==> src/rtl/uart_frame_packer.sv <==
// Reassembles the UART_RX byte stream into FFT frames (low byte first, word 0 first) and
// presents each complete frame on a flat bus with valid/ack, timeout resync and overrun flag.
module uart_frame_packer #(
    parameter int FFT_SIZE       = 16,
    parameter int DATA_LENGTH    = 8,
    parameter int WORD_SIZE      = 2 * DATA_LENGTH,
    parameter int TIMEOUT_CLOCKS = 26040
) (
    input  logic                          i_clk,
    input  logic                          i_rst,
    input  logic [DATA_LENGTH-1:0]        i_byte,
    input  logic                          i_byte_valid,
    input  logic                          i_frame_ack,
    output logic [FFT_SIZE*WORD_SIZE-1:0] o_frame,
    output logic                          o_frame_valid,
    output logic [$clog2(2*FFT_SIZE):0]   o_byte_index,
    output logic                          o_overrun,
    output logic                          o_timeout
);

    localparam int NumBytes = 2 * FFT_SIZE;
    localparam int IdxW     = $clog2(NumBytes) + 1;
    localparam int CntW     = $clog2(TIMEOUT_CLOCKS + 1);
    localparam int FrameW   = FFT_SIZE * WORD_SIZE;

    typedef enum logic {StIdle, StCollect} state_e;

    state_e              state_q, state_d;
    logic [IdxW-1:0]     idx_q, idx_d;
    logic [CntW-1:0]     cnt_q, cnt_d;
    logic [FrameW-1:0]   buf_q, buf_d;
    logic [FrameW-1:0]   frame_q, frame_d;
    logic                valid_q, valid_d;
    logic                overrun_q, overrun_d;
    logic                timeout_q, timeout_d;
    logic                complete;
    logic                ack_eff;

    // Byte b lives at buf[b*DATA_LENGTH], so the buffer already has the o_frame word layout.
    always_comb begin
        state_d   = state_q;
        idx_d     = idx_q;
        cnt_d     = cnt_q;
        buf_d     = buf_q;
        frame_d   = frame_q;
        valid_d   = valid_q;
        overrun_d = 1'b0;
        timeout_d = 1'b0;
        complete  = 1'b0;
        ack_eff   = i_frame_ack && valid_q;

        if (ack_eff) begin
            valid_d = 1'b0;
        end

        unique case (state_q)
            StIdle: begin
                idx_d = '0;
                cnt_d = '0;
                if (i_byte_valid) begin
                    buf_d[DATA_LENGTH-1:0] = i_byte;
                    idx_d   = IdxW'(1);
                    state_d = StCollect;
                end
            end
            StCollect: begin
                if (i_byte_valid) begin
                    buf_d[int'(idx_q) * DATA_LENGTH +: DATA_LENGTH] = i_byte;
                    cnt_d = '0;
                    if (idx_q == IdxW'(NumBytes - 1)) begin
                        complete = 1'b1;
                        idx_d    = '0;
                        state_d  = StIdle;
                    end else begin
                        idx_d = idx_q + IdxW'(1);
                    end
                end else if (cnt_q == CntW'(TIMEOUT_CLOCKS - 1)) begin
                    timeout_d = 1'b1;
                    idx_d     = '0;
                    cnt_d     = '0;
                    state_d   = StIdle;
                end else begin
                    cnt_d = cnt_q + CntW'(1);
                end
            end
            default: state_d = StIdle;
        endcase

        // A same-cycle ack frees the output slot, so the new frame replaces the old one.
        if (complete) begin
            if (!valid_q || ack_eff) begin
                frame_d = buf_d;
                valid_d = 1'b1;
            end else begin
                overrun_d = 1'b1;
            end
        end
    end

    always_ff @(posedge i_clk or negedge i_rst) begin
        if (!i_rst) begin
            state_q   <= StIdle;
            idx_q     <= '0;
            cnt_q     <= '0;
            buf_q     <= '0;
            frame_q   <= '0;
            valid_q   <= 1'b0;
            overrun_q <= 1'b0;
            timeout_q <= 1'b0;
        end else begin
            state_q   <= state_d;
            idx_q     <= idx_d;
            cnt_q     <= cnt_d;
            buf_q     <= buf_d;
            frame_q   <= frame_d;
            valid_q   <= valid_d;
            overrun_q <= overrun_d;
            timeout_q <= timeout_d;
        end
    end

    assign o_frame       = frame_q;
    assign o_frame_valid = valid_q;
    assign o_byte_index  = idx_q;
    assign o_overrun     = overrun_q;
    assign o_timeout     = timeout_q;

endmodule

==> config.mk <==
export PLATFORM = sky130hd
export DESIGN_NAME = uart_frame_packer
export DESIGN_NICKNAME = d
export VERILOG_FILES = /design/src/rtl/uart_frame_packer.sv
export SDC_FILE = /design/constraint.sdc
export NUM_CORES = 1
export LEC_CHECK = 0
export BUFFER_PORTS_ARGS = -buffer_cell sky130_fd_sc_hd__buf_2
export CORE_AREA = 2 2 247 249
export CTS_CLUSTER_SIZE = 24
export DETAILED_ROUTE_END_ITERATION = 12
export DIE_AREA = 0 0 249 251
export PLACE_DENSITY_LB_ADDON = 0.15
export SLEW_MARGIN = 10
export SYNTH_ARGS = -nofsm -noshare
export SYNTH_HDL_FRONTEND = slang
export SYNTH_SLANG_ARGS = --single-unit
==> constraint.sdc <==
create_clock -name i_clk -period 3.48 [get_ports i_clk]
set_clock_uncertainty 0.15 [all_clocks]
set_input_delay 0 -clock i_clk [delete_from_list [all_inputs] [get_ports i_clk]]
set_output_delay 0 -clock i_clk [all_outputs]
set_load 0.005 [all_outputs]
==> results of run 1 <==
[repair_timing]
action                                 CTS  global route
setup endpoints to repair                0            97
hold buffers                            13             0
endpoints found under the hold margin  632             0
buffers inserted                         0             2
gates resized for setup                  0             9
[worst register-to-register path: stages (launching register included)]
cell and delay (ps):
sky130_fd_sc_hd__dfrtp_1 470, sky130_fd_sc_hd__or3_1 380, sky130_fd_sc_hd__nor3_1 150, sky130_fd_sc_hd__ha_1 240, sky130_fd_sc_hd__and3_1 390, sky130_fd_sc_hd__nand3_1 130, sky130_fd_sc_hd__a211o_1 500, sky130_fd_sc_hd__mux2_1 420
sky130_fd_sc_hd__mux2_2 270
[metrics by stage]
stage	hold WS (ps)	util [%]	setup slack, ps	cells
2_1_floorplan	-446	-	315	1918
3_3_place_gp	-15.5	39.0	122	2929
4_1_cts	162	42.6	70.9	3046
6_report	201	42.7	253	3048
3_5_place_dp	-15.1	39.0	94.9	2929
5_1_grt	219	42.7	46.8	3048
[state kept, by name (all words and copies together) (netlist names)]
name           count
o_byte_index       6
o_frame          256
o_frame_valid      1
cnt_q             15
state_q            1
o_timeout          1
buf_q            256
o_overrun          1
[cell type report]
type	instances	area, sq um
clock buffers	83	1660
inverters	9	33.8
fillers	5846	34300
well taps	782	978
repair buffers	353	2190
clock inverters	21	328
multi-input cells	1263	6900
flip-flops and latches	537	13400
[worst min path at each step]
stage | startpoint | end | cells past startpoint
after CTS | i_frame_ack | o_frame_valid | 4
after global placement | i_rst | buf_q[100] | 1
after global routing | i_byte[6] | buf_q[94] | 4
after detailed placement | i_rst | buf_q[133] | 1
after floorplan | i_rst | buf_q[0] | 0
final | i_frame_ack | o_frame_valid | 4
[routing by layer]
layer  vias to the layer above  track usage, %  routed length [um]
li1                       7045               -                   -
met1                      7524            28.3               29200
met2                       346            32.5               29400
met3                        97            4.30                3270
met4                         0            5.70                1690
met5                         -               0                   0
[cells by family (layout without fill, tap and decap cells)]
logic type                 count (synthesis)  in the layout  share of synthesized area, %
adders and majority gates                  4              4                         0.241
xor gates and xnor gates                  19             19                         0.839
buffers and inverters                    118            466                          2.19
AOI/OAI and AO/OA                        289            289                          8.42
muxes                                    121            121                          6.64
and+or+nand+nor                          830            830                          16.9
DFF                                      537            537                          64.8
[cell usage after synthesis (4+ instances only)]
master	count	area share, %
sky130_fd_sc_hd__nor3_1	4	0.097
sky130_fd_sc_hd__a21oi_1	10	0.24
sky130_fd_sc_hd__a32o_1	5	0.24
sky130_fd_sc_hd__inv_1	9	0.16
sky130_fd_sc_hd__and2_1	10	0.30
sky130_fd_sc_hd__a22o_1	9	0.38
sky130_fd_sc_hd__o2bb2ai_1	24	1.0
sky130_fd_sc_hd__nand4_1	12	0.36
sky130_fd_sc_hd__dfrtp_1	537	65
sky130_fd_sc_hd__nand3b_1	4	0.14
sky130_fd_sc_hd__nand2b_1	8	0.24
sky130_fd_sc_hd__mux2_4	4	0.29
sky130_fd_sc_hd__xnor2_1	6	0.25
sky130_fd_sc_hd__o21ai_1	5	0.12
sky130_fd_sc_hd__nand2_1	624	11
sky130_fd_sc_hd__mux2_2	114	6.2
sky130_fd_sc_hd__nor2b_1	7	0.21
sky130_fd_sc_hd__nor2_1	58	1.0
sky130_fd_sc_hd__o21ai_0	184	4.4
sky130_fd_sc_hd__a31oi_1	32	0.97
sky130_fd_sc_hd__nand3_1	43	1.0
sky130_fd_sc_hd__clkbuf_1	97	1.8
sky130_fd_sc_hd__and3_1	18	0.54
sky130_fd_sc_hd__buf_2	9	0.22
sky130_fd_sc_hd__ha_1	4	0.24
sky130_fd_sc_hd__or3_1	22	0.66
sky130_fd_sc_hd__xor2_1	12	0.51
[power by group through the flow]
stage | combinational (uW) | clock (uW) | sequential [uW]
6_report | 1050 | 6480 | 6550
5_1_grt | 1160 | 6900 | 6580
4_1_cts | 1050 | 6650 | 6560
3_5_place_dp | 1030 | 0 | 6670
3_3_place_gp | 1020 | 0 | 6660
2_1_floorplan | 511 | 0 | 6640
==> implementation parameters, run 1 <==
Parameter                              Value

GRT
  Via count of the first global-routing pass    15364
  Number of antenna violations at the first check in global routing    0
  Remaining Overflow, GRT    0
  Largest net degree at the start of global routing    229
  Global-route wire length before repair    96800 um
  Global-route usage over all layers    20.4%

Power and ir drop
  Leakage dissipation    between 0.01 and 0.015 uW
  Share of total power consumed by net switching    24.3%
  Internal Pwr Total    approximately 11000 uW
  Power per cell area    552 nW/um^2
  Combinational share of power    roughly 7.4%
  Net load switching power    3430 uW
  Peak ir drop on the vdd network    0.352 mV
  Clock network power share    46.0%
  Sequential fraction of design power    46.5%
  Power, Total    14100 uW

Critical path
  Worst-path maximum fanout    11
  Data required time of the critical path    3830 ps
  Number of cells on the critical path    8
  Worst setup path end    o_frame[253]
  Capture instance of the worst register-to-register path    o_frame[253]
  Top delay family on crit path    simple AND/OR/NAND/NOR gates
  Crit Path Category    reg -> reg
  CP max stage cell    sky130_fd_sc_hd__a211o_1
  Worst reg2reg path startpoint    o_byte_index[0]
  Data arrival time of the worst path    3570 ps
  R2r worst-path depth    8
  Startpoint types    flip-flop
  Crit path cell chain    or3_1 > nor3_1 > ha_1 > and3_1 > nand3_1 > a211o_1 > mux2_1 > mux2_2
  Combined buffer and inverter count along the critical path    0
  Slack of the worst reg-to-reg path    250 ps
  Type of destination of the critical path    flip-flop
  Largest stage delay, worst path    ~500 ps
  First element of the critical path    o_byte_index[0]

STA
  Max_slew headroom    24.0%
  Upper clock frequency limit    about 0.31 GHz
  Setup-violating endpoint count in the final report    0
  Crit path time final    3230 ps
  Aggregate negative setup slack    0 ps
  Count of final max-slew check failures    0
  Worst Tran Pin Value    about 1100 ps
  Setup repair after global routing missed its margin    no
  Final worst path period share    92.7%
  Final-report hold violation count    0

Final layout
  Number of nets in the layout    2237
  # diodes    0
  Most frequent cells in the layout    sky130_fd_sc_hd__nand2_1 (621), sky130_fd_sc_hd__dfrtp_1 (537), sky130_fd_sc_hd__buf_2 (275)
  Most common cell after layout, fill and taps aside    sky130_fd_sc_hd__nand2_1
  Area growth syn-to-layout    23.1%
  Share of cells above drive strength 1    25.4%
  Fin area    around 26000 sq um

Synthesis
  Library cells used by synthesis    56
  Syn_area_per_cell    10.8 sq um
  Ys Warns    0
  Gate count of the mapped netlist    1918
  Main synth FF type    sky130_fd_sc_hd__dfrtp_1
  Proportion of synthesized chip area in sequential cells    around two thirds
  Mapped Nets    1934
  Number of synthesized flops with an enable pin    0
  Post-synthesis instance area    around 21000 sq um
  Synth Register Bits    537
  Share of synthesized registers carrying an async set or reset    100%

Placement
  Count of port buffers added during placement    276
  Post-Place Cell Area    ~23000 sq um
  Placer Congestion    0.857
  Placed wire-length estimate after detailed placement    43300 um

Outcome
  Run status    complete, no violations

Clocking
  Clock Tree Buf Depth    3
  Worst-Skew Late Latency    between 600 and 700 ps
  Number of buffers created by CTS    57
  Sinks on the clock net    537
  Level count of the clock H-tree    2
  Cell at the root of the clock tree    sky130_fd_sc_hd__clkbuf_16
  Register clock-pin slew on the reported worst setup and hold paths    around 60 ps
  CTS tree    done

Floorplanning
  Width of the chip    249 um
  Die area    62500 sq um
  Area of the core region    59800 sq um
  Chip Height    251 um
  Count of boundary I/O pins    277
  Initial core utilization    between 30% and 40%
  Row cnt    90

Routing
  DRC errors left    0
  Routed vias    15012
  Total routed wirelength    roughly 64000 um
  First-pass iteration count of the detailed router    7
  Detailed-route vias per instance    4.93
  Post-detailed-route count of antenna-violating nets    0
  Number of DRC markers after the initial detailed-route iteration    966
  Routed wirelength normalized by instance count    20.8 um

Min path
  Hold crit path type    in -> reg

Flow run
  Maxcap violations    0
No activity file was read; power rests on OpenSTA's default activity.
==> run 2, diff against run 1 <==
- clock period: 3.48 -> 3.6 ns (I/O delays scaled with it)
==> implementation parameters, run 2 (synthesized netlist as in run 1, its figures left out) <==
Parameter                              Value

Outcome
  Run status    complete, no violations

STA
  Final-report hold violation count    0 (unchanged)
  Worst Tran Pin Value    1160 ps (+23.5 ps)
  Crit path time final    3500 ps (+273 ps)
  Final worst path period share    97.2% (+4.5 points)
  Hold Worst Slack    164 ps (-37.1 ps)
  Upper clock frequency limit    0.286 GHz (-7.8%)
  Count of final max-slew check failures    0 (unchanged)
  Setup repair after global routing missed its margin    yes
  Setup-violating endpoint count in the final report    0 (unchanged)
  Max_slew headroom    22.0% (-2.1 points)

Routing
  Highest layer used for signal routing    met4
  Detailed-route vias per instance    4.98 (+1.1%)
  Post-detailed-route count of antenna-violating nets    0 (unchanged)
  Met3 layer wire length in the routed design    3330 um (+2.0%)
  Met2 wire length    29400 um (+0.29%)
  First-pass iteration count of the detailed router    5 (-2)
  Routed vias    15146 (+0.89%)
  Met1 WL    28900 um (-0.83%)
  Number of DRC markers after the initial detailed-route iteration    970 (+0.41%)
  Total routed wirelength    63200 um (-0.49%)
  Routed wirelength normalized by instance count    20.8 um (-0.32%)
  DRC errors left    0 (unchanged)

Clocking
  Cell at the root of the clock tree    sky130_fd_sc_hd__clkbuf_16
  Number of buffers created by CTS    57 (unchanged)
  Sinks on the clock net    537 (unchanged)
  Level count of the clock H-tree    2 (unchanged)
  CTS tree    done
  Register clock-pin slew on the reported worst setup and hold paths    60 ps (about the same)
  Clock Tree Buf Depth    3 (unchanged)
  Worst-Skew Late Latency    600 ps (-30 ps)

Final layout
  Count of placed standard cells in the final layout, fillers left out    3043 (-0.16%)
  # diodes    0 (unchanged)
  Most frequent cells in the layout    sky130_fd_sc_hd__nand2_1 (624), sky130_fd_sc_hd__dfrtp_1 (537), sky130_fd_sc_hd__buf_2 (275)
  Most common cell after layout, fill and taps aside    sky130_fd_sc_hd__nand2_1
  Number of nets in the layout    2232 (-0.22%)
  Area growth syn-to-layout    22.4%
  Fin area    25400 sq um (-0.60%)
  Share of cells above drive strength 1    25.1% (-0.25 points)

GRT
  Global-route wire length before repair    95400 um (-1.5%)
  Via count of the first global-routing pass    15041 (-2.1%)
  Remaining Overflow, GRT    0 (unchanged)
  Number of antenna violations at the first check in global routing    3 (+3)
  Largest net degree at the start of global routing    91 (-60%)
  Global-route usage over all layers    20.1% (-0.27 points)

Power and ir drop
  Peak ir drop on the vdd network    0.313 mV (-11%)
  Share of total power consumed by net switching    24.7% (+0.32 points)
  Sequential fraction of design power    47.5% (+1.0 points)
  Power per cell area    526 nW/um^2 (-4.7%)
  Leakage dissipation    0.0133 uW (-0.48%)
  Internal Pwr Total    10100 uW (-5.6%)
  Net load switching power    3290 uW (-4.0%)
  Clock network power share    45.0% (-1.0 points)
  Combinational share of power    7.5% (about the same)

Floorplanning
  Row cnt    90 (unchanged)
  Die area    62500 sq um (unchanged)
  Count of boundary I/O pins    277 (unchanged)
  Area of the core region    59800 sq um (unchanged)
  Width of the chip    249 um (unchanged)
  Chip Height    251 um (unchanged)
  Initial core utilization    34.7% (unchanged)

Critical path
  Crit Path Category    reg -> reg
  First element of the critical path    o_byte_index[1]
  Type of destination of the critical path    flip-flop
  Worst reg2reg path startpoint    o_byte_index[1]
  Worst-path maximum fanout    12 (+1)
  Data required time of the critical path    3930 ps (+100 ps)
  Startpoint types    flip-flop
  Data arrival time of the worst path    3830 ps (+260 ps)

Placement
  Count of port buffers added during placement    276 (unchanged)
  Number of placed cells counting well taps    2923 (-0.20%)
  Placed wire-length estimate after detailed placement    42500 um (-1.8%)
  Post-Place Cell Area    23300 sq um (-0.30%)
  Placer Congestion    0.807 (-5.9%)

Min path
  Hold crit path type    in -> reg
  Startpoint of the tightest hold check path    i_frame_ack

Flow run
  Maxcap violations    0 (unchanged)
run 2: cell count changes in the layout (fill, tap and decap cells not counted), moves of 3 or more:
cell / before / now
sky130_fd_sc_hd__nand2_1: 621 / 624
sky130_fd_sc_hd__clkinvlp_4: 0 / 4
sky130_fd_sc_hd__clkinv_2: 10 / 16
sky130_fd_sc_hd__buf_4: 50 / 46
sky130_fd_sc_hd__nand2_2: 3 / 0
sky130_fd_sc_hd__clkbuf_1: 12 / 6
sky130_fd_sc_hd__o21ai_1: 4 / 7
sky130_fd_sc_hd__bufinv_16: 8 / 5
sky130_fd_sc_hd__o21ai_2: 4 / 1
run 2: metrics by stage:
stage / setup TNS [ps] / utilization, % / power (uW) / setup WS (ps)
global placement: 0 / 38.9 / 7420 / 119
global route: -590 / 42.4 / 13900 / -55.8
floorplan: 0 / - / 6920 / 435
finish: 0 / 42.4 / 13300 / 99.9
detailed placement: 0 / 38.9 / 7440 / 51.8
CTS: 0 / 42.4 / 13500 / 26.9
run 2: final cells by class:
type                    count  area (sq um)
well taps                 782           978
fillers                  5793         34400
multi-input cells        1263          6880
inverters                   9          33.8
clock inverters            28           287
clock buffers              76          1630
repair buffers            348          2130
flip-flops and latches    537         13400
run 2: metal layers:
| layer | global-route usage [%] | vias to the layer above |
|---|---|---|
| li1 | - | 7048 |
| met2 | 32.2 | 332 |
| met1 | 27.8 | 7681 |
| met5 | 0 | - |
| met3 | 4.35 | 85 |
| met4 | 5.40 | 0 |
run 2: worst max-delay path, cell delays in order (launching register included):
cell	delay, ps
sky130_fd_sc_hd__dfrtp_1	380
sky130_fd_sc_hd__or3_1	420
sky130_fd_sc_hd__nor3_1	200
sky130_fd_sc_hd__ha_1	250
sky130_fd_sc_hd__nand4b_2	360
sky130_fd_sc_hd__nor3_2	500
sky130_fd_sc_hd__nand2_1	440
sky130_fd_sc_hd__mux2_2	420
sky130_fd_sc_hd__mux2_2	260
run 2: path summary, 6_finish.rpt:
| path | endpoint | slack [ps] | depth (start not counted) |
|---|---|---|---|
| max in group asynchronous | buf_q[252] | 2230 | 4 |
| worst min-delay path | o_overrun | 160 | 4 |
| worst min register to register | buf_q[202] | 310 | 2 |
| worst max-delay path | o_frame[205] | 100 | 8 |
| worst max register to register | o_frame[205] | 100 | 8 |
| min in group asynchronous | buf_q[182] | 310 | 3 |
run 2: timing repair:
action,in CTS,in global routing
hold endpoints to repair,398,0
setup endpoints to repair,0,61
hold buffers,14,0
resized for setup,0,3
buffers inserted,0,2
run 2: power groups by stage:
| stage | sequential, uW | combinational [uW] | clock (uW) |
|---|---|---|---|
| final | 6340 | 1010 | 6000 |
| after global routing | 6350 | 1120 | 6410 |
| after CTS | 6340 | 1010 | 6170 |
| after detailed placement | 6450 | 996 | 0 |
| after global placement | 6440 | 983 | 0 |
| after floorplan | 6420 | 494 | 0 |
